[config.mk]
export PLATFORM = sky130hd
export DESIGN_NAME = sipo_frame_ctrl_flat
export DESIGN_NICKNAME = d
export VERILOG_FILES = /design/src/rtl/sipo_pkg.sv /design/src/rtl/sipo_frame_ctrl_if.sv /design/src/rtl/sipo_shift_core.sv /design/src/rtl/sipo_frame_ctrl.sv /design/src/flat_wrapper.sv
export SDC_FILE = /design/constraint.sdc
export NUM_CORES = 1
export LEC_CHECK = 0
export CORE_MARGIN = 2
export CORE_UTILIZATION = 48
export DETAILED_ROUTE_END_ITERATION = 10
export PLACE_DENSITY = 0.77
export SLEW_MARGIN = 10
export SYNTH_ARGS = -nofsm -noshare
export SYNTH_HDL_FRONTEND = slang
export SYNTH_SLANG_ARGS = --single-unit
[constraint.sdc]
create_clock -name clk -period 1.58 [get_ports clk]
set_input_delay 0.158 -clock clk [delete_from_list [all_inputs] [get_ports clk]]
set_output_delay 0.158 -clock clk [all_outputs]
set_load 0.05 [all_outputs]
[src/rtl/sipo_pkg.sv]
// Shared definitions for the SIPO frame controller: FSM state encoding and
// the default parallel word width.
package sipo_pkg;

    localparam int WIDTH_DEF = 4;

    typedef enum logic [1:0] {
        ST_IDLE   = 2'd0,
        ST_SHIFT  = 2'd1,
        ST_PARITY = 2'd2,
        ST_HOLD   = 2'd3
    } state_t;

endpackage

[src/rtl/sipo_frame_ctrl_if.sv]
// Handshake/bus bundle between a bit-serial source + word consumer (master)
// and the SIPO frame controller (slave).
interface sipo_frame_ctrl_if
    import sipo_pkg::*;
#(
    parameter int WIDTH = WIDTH_DEF
);
    logic             start;
    logic             d_in;
    logic             d_in_valid;
    logic [WIDTH-1:0] out;
    logic             out_valid;
    logic             out_ready;
    logic             busy;
    logic             overrun;
    logic             par_err;

    modport master (
        output start, d_in, d_in_valid, out_ready,
        input  out, out_valid, busy, overrun, par_err
    );

    modport slave (
        input  start, d_in, d_in_valid, out_ready,
        output out, out_valid, busy, overrun, par_err
    );
endinterface

[src/rtl/sipo_shift_core.sv]
// WIDTH-bit right-shifting register: new bits enter at the MSB so the first
// bit of a frame ends up in bit 0 once WIDTH bits have been shifted in.
module sipo_shift_core
    import sipo_pkg::*;
#(
    parameter int WIDTH = WIDTH_DEF
) (
    input  logic             clk,
    input  logic             reset,
    input  logic             clear_i,
    input  logic             shift_en_i,
    input  logic             d_i,
    output logic [WIDTH-1:0] sr_o
);
    logic [WIDTH-1:0] sr_q;

    // Clear has priority over shift so an aborted frame never keeps a bit.
    always_ff @(posedge clk or posedge reset) begin
        if (reset)           sr_q <= '0;
        else if (clear_i)    sr_q <= '0;
        else if (shift_en_i) sr_q <= {d_i, sr_q[WIDTH-1:1]};
    end

    assign sr_o = sr_q;
endmodule

[src/rtl/sipo_frame_ctrl.sv]
// SIPO frame controller: frames WIDTH serial bits into a word and offers it
// on a valid/ready handshake. Optional feature macro: PARITY_CHK_EN adds an
// even-parity bit after each word and reports the result on par_err.
module sipo_frame_ctrl
    import sipo_pkg::*;
#(
    parameter int WIDTH = WIDTH_DEF,
    parameter int CNT_W = $clog2(WIDTH+1)
) (
    input  logic            clk,
    input  logic            reset,
    sipo_frame_ctrl_if.slave bus
);
    state_t           state_q, state_d;
    logic [CNT_W-1:0] cnt_q, cnt_d;
    logic [WIDTH-1:0] out_q, out_d;
    logic             out_valid_q, out_valid_d;
    logic             busy_q;
    logic             overrun_q, overrun_d;
    logic             sr_clear, sr_shift;
    logic [WIDTH-1:0] sr;
    logic [WIDTH-1:0] word_nxt;

    sipo_shift_core #(.WIDTH(WIDTH)) u_core (
        .clk        (clk),
        .reset      (reset),
        .clear_i    (sr_clear),
        .shift_en_i (sr_shift),
        .d_i        (bus.d_in),
        .sr_o       (sr)
    );

    // Word as it will look after the current bit is shifted in; lets the
    // last-bit edge load out directly with no extra cycle.
    assign word_nxt = {bus.d_in, sr[WIDTH-1:1]};

`ifdef PARITY_CHK_EN
    logic par_err_q, par_err_d;
`else
    logic sr_lsb_unused;
    assign sr_lsb_unused = sr[0];
`endif

    // State and output registers.
    always_ff @(posedge clk or posedge reset) begin
        if (reset) begin
            state_q     <= ST_IDLE;
            cnt_q       <= '0;
            out_q       <= '0;
            out_valid_q <= 1'b0;
            busy_q      <= 1'b0;
            overrun_q   <= 1'b0;
`ifdef PARITY_CHK_EN
            par_err_q   <= 1'b0;
`endif
        end else begin
            state_q     <= state_d;
            cnt_q       <= cnt_d;
            out_q       <= out_d;
            out_valid_q <= out_valid_d;
            busy_q      <= (state_d != ST_IDLE);
            overrun_q   <= overrun_d;
`ifdef PARITY_CHK_EN
            par_err_q   <= par_err_d;
`endif
        end
    end

    // Next-state, datapath control and output updates.
    always_comb begin
        state_d     = state_q;
        cnt_d       = cnt_q;
        out_d       = out_q;
        out_valid_d = out_valid_q;
        overrun_d   = overrun_q;
        sr_clear    = 1'b0;
        sr_shift    = 1'b0;
`ifdef PARITY_CHK_EN
        par_err_d   = par_err_q;
`endif
        case (state_q)
            ST_IDLE: begin
                if (bus.start) begin
                    state_d   = ST_SHIFT;
                    sr_clear  = 1'b1;
                    cnt_d     = '0;
                    overrun_d = 1'b0;
                end
            end
            ST_SHIFT: begin
                if (bus.start) begin
                    // Restart: the bit presented this cycle is discarded.
                    sr_clear = 1'b1;
                    cnt_d    = '0;
                end else if (bus.d_in_valid) begin
                    sr_shift = 1'b1;
                    cnt_d    = cnt_q + 1'b1;
                    if (cnt_q == CNT_W'(WIDTH-1)) begin
`ifdef PARITY_CHK_EN
                        state_d     = ST_PARITY;
`else
                        out_d       = word_nxt;
                        out_valid_d = 1'b1;
                        state_d     = ST_HOLD;
`endif
                    end
                end
            end
            ST_PARITY: begin
`ifdef PARITY_CHK_EN
                if (bus.start) begin
                    state_d  = ST_SHIFT;
                    sr_clear = 1'b1;
                    cnt_d    = '0;
                end else if (bus.d_in_valid) begin
                    out_d       = sr;
                    out_valid_d = 1'b1;
                    par_err_d   = ^{sr, bus.d_in};
                    state_d     = ST_HOLD;
                end
`else
                state_d = ST_IDLE;
`endif
            end
            ST_HOLD: begin
                if (bus.d_in_valid) overrun_d = 1'b1;
                if (bus.out_ready) begin
                    out_valid_d = 1'b0;
`ifdef PARITY_CHK_EN
                    par_err_d   = 1'b0;
`endif
                    if (bus.start) begin
                        state_d   = ST_SHIFT;
                        sr_clear  = 1'b1;
                        cnt_d     = '0;
                        overrun_d = 1'b0;
                    end else begin
                        state_d = ST_IDLE;
                    end
                end
            end
            default: state_d = ST_IDLE;
        endcase
    end

    assign bus.out       = out_q;
    assign bus.out_valid = out_valid_q;
    assign bus.busy      = busy_q;
    assign bus.overrun   = overrun_q;
`ifdef PARITY_CHK_EN
    assign bus.par_err   = par_err_q;
`else
    assign bus.par_err   = 1'b0;
`endif
endmodule
[src/flat_wrapper.sv]
// flat-port wrapper written by rule: the top's interface ports become plain ports
module sipo_frame_ctrl_flat import sipo_pkg::*;
#(
    parameter int WIDTH = WIDTH_DEF,
    parameter int CNT_W = $clog2(WIDTH+1)
)
  (clk, reset, bus_start, bus_d_in, bus_d_in_valid, bus_out_ready, bus_out, bus_out_valid, bus_busy, bus_overrun, bus_par_err);
  sipo_frame_ctrl_if #(.WIDTH(WIDTH)) bus_i ();
  input  logic clk;
  input  logic reset;
  input wire logic [$bits(bus_i.start)-1:0] bus_start;
  input wire logic [$bits(bus_i.d_in)-1:0] bus_d_in;
  input wire logic [$bits(bus_i.d_in_valid)-1:0] bus_d_in_valid;
  input wire logic [$bits(bus_i.out_ready)-1:0] bus_out_ready;
  output wire logic [$bits(bus_i.out)-1:0] bus_out;
  output wire logic [$bits(bus_i.out_valid)-1:0] bus_out_valid;
  output wire logic [$bits(bus_i.busy)-1:0] bus_busy;
  output wire logic [$bits(bus_i.overrun)-1:0] bus_overrun;
  output wire logic [$bits(bus_i.par_err)-1:0] bus_par_err;
  assign bus_i.start = bus_start;
  assign bus_i.d_in = bus_d_in;
  assign bus_i.d_in_valid = bus_d_in_valid;
  assign bus_i.out_ready = bus_out_ready;
  assign bus_out = bus_i.out;
  assign bus_out_valid = bus_i.out_valid;
  assign bus_busy = bus_i.busy;
  assign bus_overrun = bus_i.overrun;
  assign bus_par_err = bus_i.par_err;
  sipo_frame_ctrl #(.WIDTH(WIDTH), .CNT_W(CNT_W)) u_core (.clk(clk), .reset(reset), .bus(bus_i));
endmodule
# --- Word level (Yosys, flattened, before mapping) ---
# Cells that the tools add are included.
totals:
  reg_bits: 16
  input_bits: 6
  output_inout_bits: 8
  wordCells: 60
op_classes:
  add_sub_neg: 1
  n_eq_ne: 10
  n_mux: 30
  bitwise: 1
  n_reduce_logical: 11
ops:
  columns: ["op", "count"]
  rows:
  - ["1-bit 2-to-1 mux", 14]
  - ["3-bit 2-to-1 mux", 4]
  - ["2-bit 2-to-1 mux", 5]
  - ["3-bit case mux with 3 select lines", 1]
  - ["4-bit 2-to-1 mux", 2]
  - ["2-bit inequality test, second input constant", 4]
  - ["2-bit case mux with 4 select lines", 1]
  - ["2-bit nonzero test", 4]
  - ["1-bit case mux with 2 select lines", 3]
  - ["5-bit AND reduction", 1]
  - ["2-bit == test, second input constant", 2]
  - ["4-bit AND reduction", 1]
  - ["3-bit by 1-bit adder with 3-bit output, second input constant", 1]
  - ["3-bit by 2-bit == test with 1-bit output, second input constant", 1]
  - ["3-bit inequality test, second input constant", 1]
  - ["3-bit AND reduction", 1]
  - ["3-bit nonzero test", 1]
  - ["2-bit by 1-bit == test with 1-bit output, second input constant", 1]
  - ["2-bit zero test", 1]
  - ["2-bit by 1-bit inequality test with 1-bit output, second input constant", 1]
  - ["2-bit AND reduction", 1]
  - ["2-bit OR reduction", 1]
  - ["1-bit inverter", 1]

# --- Depth between registers and ports, before layout ---
logic_depth:
  ltp_word: 6
  depth_mapped: 5
  mapped_depth_nobuf: 4

# --- Hierarchy ---
# A second synthesis with hierarchy kept.
unflattened:
  cells_unflattened: 68
  area_unflattened_um2: 748.2
by_module_without_submodules:
  columns: ["mod", "n_inst", "cells_per_inst", "area_each_um2"]
  rows:
  - ["sipo_frame_ctrl", 1, 54, 584.3]
  - ["sipo_shift_core", 1, 14, 163.9]

# --- Worst setup path after synthesis ---
# No wires, ideal clock.
synth_path:
  path_kind: "register to register"
  from: "reg u_core.state_q[0]"
  to: "reg u_core.out_q[0] (netlist: u_core.bus.out[0])"
  setup_ps: 125
  arrival_time_ps: 1227
  required_time_ps: 1455
  setup_slack_ps: 228
  stages_incl_launch_ff: 6
  n_path_buf: 2
  synth_period_minus_slack_ps: 1352
  cell_sequence: "dfrtp_1 > buf_2 > and4bb_1 > buf_4 > nand2_4 > mux2_4"
synth_via:
  elab_chain_len: 2
synth_lines:
  columns: ["item", "line", "text"]
  rows:
  - ["from (decl)", "sipo_frame_ctrl.sv:14", "state_t state_q, state_d;"]
  - ["from (signal assigned)", "sipo_frame_ctrl.sv:57", "state_q <= state_d;"]
  - ["2-bit by 1-bit == test with 1-bit output", "sipo_frame_ctrl.sv:81", "case (state_q)"]
  - ["4-bit AND reduction (no line)", null, null]
  - ["to (signal assigned)", "sipo_frame_ctrl.sv:59", "out_q <= out_d;"]
  - ["to (decl)", "sipo_frame_ctrl.sv:16", "logic [WIDTH-1:0] out_q, out_d;"]
# Every way passes these cells.
# A chain may end at the register's enable or synchronous reset.

# --- Worst setup path after layout ---
layout_path:
  from: "reg u_core.cnt_q[0]"
  to: "reg u_core.out_q[3] (netlist: u_core.bus.out[3])"
layout_via:
  elab_chain_len: 2
layout_lines:
  columns: ["item", "line", "text"]
  rows:
  - ["from (decl)", "sipo_frame_ctrl.sv:15", "logic [CNT_W-1:0] cnt_q, cnt_d;"]
  - ["from (signal assigned)", "sipo_frame_ctrl.sv:58", "cnt_q <= cnt_d;"]
  - ["3-bit by 2-bit == test with 1-bit output", "sipo_frame_ctrl.sv:98", "if (cnt_q == CNT_W'(WIDTH-1)) begin"]
  - ["4-bit AND reduction (no line)", null, null]
# Every way passes these cells.

==> results <==
[through the flow]
step,cell area [um^2],setup WS (ns),cells
after CTS,856,0.224,95
after floorplan,694,0.228,63
final,856,0.236,95
after global placement,828,0.0996,91
after global routing,856,0.190,95
after detailed placement,828,0.0700,91
[cell type report]
class,instances,area [um^2]
clock buffers,3,22.5
flip-flops and latches,15,375
repair buffers,17,140
multi-input cells,40,279
inverters,4,15.0
well taps,15,18.8
fillers,114,478
clock inverters,1,5.00
[layer usage]
metal,track usage [%],up-vias,wire (um)
li1,-,245,-
met1,18.5,225,555
met2,26.3,16,613
met3,3.88,5,50
met4,13.8,0,54
met5,0,-,0
[cells by family (layout without fill, tap and decap cells)]
| logic type | after synthesis | after routing | share of synthesized area, % |
|---|---|---|---|
| simple gates | 17 | 17 | 12.4 |
| buf+inv | 8 | 25 | 5.76 |
| other cells | 1 | 1 | 0.540 |
| fa+ha+maj | 2 | 2 | 3.60 |
| flops | 15 | 15 | 54.1 |
| compound gates | 12 | 12 | 9.19 |
| mux | 8 | 8 | 14.4 |
[final timing paths]
| path | slack (ns) | startpoint | end | cells past startpoint |
|---|---|---|---|---|
| min | 0.21 | reset | u_core.bus.out[1]$_DFFE_PP0P_ | 2 |
| min in group clk | 0.49 | u_core.cnt_q[0]$_DFFE_PP0P_ | u_core.cnt_q[0]$_DFFE_PP0P_ | 1 |
| max | 0.24 | u_core.cnt_q[0]$_DFFE_PP0P_ | u_core.bus.out[3]$_DFFE_PP0P_ | 4 |
| min reg2reg | 0.49 | u_core.cnt_q[0]$_DFFE_PP0P_ | u_core.cnt_q[0]$_DFFE_PP0P_ | 1 |
| max reg2reg | 0.24 | u_core.cnt_q[0]$_DFFE_PP0P_ | u_core.bus.out[3]$_DFFE_PP0P_ | 4 |
| max in group asynchronous | 1.00 | reset | u_core.cnt_q[0]$_DFFE_PP0P_ | 2 |
[report_power, final]
part | internal [mW] | switching [mW] | total (mW)
logic | 0.0625 | 0.106 | 0.168
registers | 0.406 | 0.0135 | 0.420
clock network | 0.0942 | 0.126 | 0.220
[placed cells by master, fill, tap and decap left out, drive strengths merged, types with 2 or more instances in the layout]
master | synthesis | final
nor2 | 6 | 6
mux2i | 4 | 4
ha | 2 | 2
o21ai | 4 | 4
clkdlybuf4s50 | 0 | 5
clkbuf | 0 | 3
nand3 | 2 | 2
buf | 4 | 12
a21oi | 6 | 6
mux2 | 4 | 4
nand2 | 6 | 6
dfrtp | 15 | 15
inv | 4 | 4
[flip-flops by register name (all words and copies together) (netlist names)]
| name | count |
|---|---|
| u_core.state_q | 2 |
| u_core.bus.out | 4 |
| u_core.bus.out_valid | 1 |
| u_core.u_core.sr_o | 3 |
| u_core.bus.busy | 1 |
| u_core.cnt_q | 3 |
| u_core.bus.overrun | 1 |
==> summary.txt <==
Outcome
  – Outcome: complete, no violations

Worst setup path
  – Max stage delay cell, worst path: dfrtp_1
  – Crit path max fanout: 6
  – Crit path max-delay family: adder cells
  – Slowest cell delay on critical path: 0.40 ns
  – Crit. End Element: flop
  – Crit path launch type: flop
  – CP cell instances: ha_1, ha_1, nand2_4, mux2_4
  – Crit path arrival time: ~1.5 ns
  – Data required, critical path: 1.76 ns
  – Buf+Inv Stages, Crit Path: 0
  – Most frequent CP cell: ha_1
  – Critical path class: flop to flop

Synthesis
  – Count leader, synth: dfrtp_1
  – Synth cell types: 19
  – Post-synth EDFFs: 0
  – FFs w/ async S/R, synth: 100%
  – Mapped Cells: 63
  – Top_reg_cell synth: dfrtp_1
  – Synth top area share: 54.1%
  – Synth warnings: 0
  – Commonest cells in the netlist: dfrtp_1, a21oi_1, nor2_1
  – Leading area contributor after synthesis: dfrtp_1
  – #FFs+latches synth: 15
  – Post-synthesis sequential area ratio: a little over half
  – Syn_nets: 71
  – Syn avg cell area: 11.0 um^2
  – Top area cells in the synthesized netlist: dfrtp_1, mux2_4, mux2i_1
  – Mapped Area: 694 um^2

Place
  – Hpwl dp: approximately 940 um
  – GPL Wtd Cong: 0.783
  – I/O Buffers: 12

Die
  – Die ar.: between 1500 and 2000 um^2
  – Initial Util: 52.1%
  – I/O Pins: 14
  – Die X: 42.0 um
  – Rows: 13
  – Core Area: between 1000 and 1500 um^2
  – Die Span Y: 42.0 um

Route
  – Post-route DRC: 0
  – Antenna Nets Post-Route: 0
  – Vias: 491
  – Initial DRC count: 30
  – TritonRoute pass-1 iters: 4
  – DR WL/cell: 13.4 um
  – Routed vias/inst: 5.17
  – Post-Route WL: 1270 um

Clock network
  – CTS root buf: clkbuf_4
  – Reg clk slew, reported paths: 0.09 ns
  – Htree depth: 1
  – TritonCTS clock tree: done
  – Post CTS Setup Buffer Count: 0
  – CTS-repair resized insts: 0
  – Clk sink count: 15
  – CTS max path bufs: 2
  – Total CTS buffers: 3
  – CTS Hold Bufs: 0
  – Worst skew pair latency: 0.29 ns

Timing
  – Fin crit period: 1.34 ns
  – Fin Setup TNS: 0 ns
  – Period utilization: 85.1%
  – Clk_skew: 0.00192 ns
  – Slew HR: 62.7%
  – Fmax achieved: 744 MHz
  – Final number of setup-violating endpoints: 0
  – Slew Viols, Final: 0
  – Worst Hold Slack: around 0.21 ns
  – RSZ-0062 raised after global routing: false
  – Worst-Margin Slew: 0.559 ns
  – Hold Fails Final Rpt: 0

Global route
  – Initial antenna violation count: 0
  – Vias in the first global route: 477
  – Total grt overflow: 0
  – Total GRT Usage: approximately 16%
  – Global-route wire length before repair: 2100 um
  – Largest net degree at the start of global routing: 16

Pwr
  – Total power: 0.808 mW
  – PD cells: 944 nW/um^2
  – Worst IR Drop VDD: 0.000603 V
  – Leakage: about 0.44 nW

Layout
  – Nets: 89
  – Ant. Diodes: 0
  – Area Overhead vs Synth: 23.2%
  – Final design utilization: 64.2%
  – Layout cell share with drive strength beyond 1: 26.3%

Job
  – Max-Cap Viols: 0

Min path
  – Hold crit path type: input port to asynchronous set/reset pin
No activity file was read; power rests on OpenSTA's default activity.
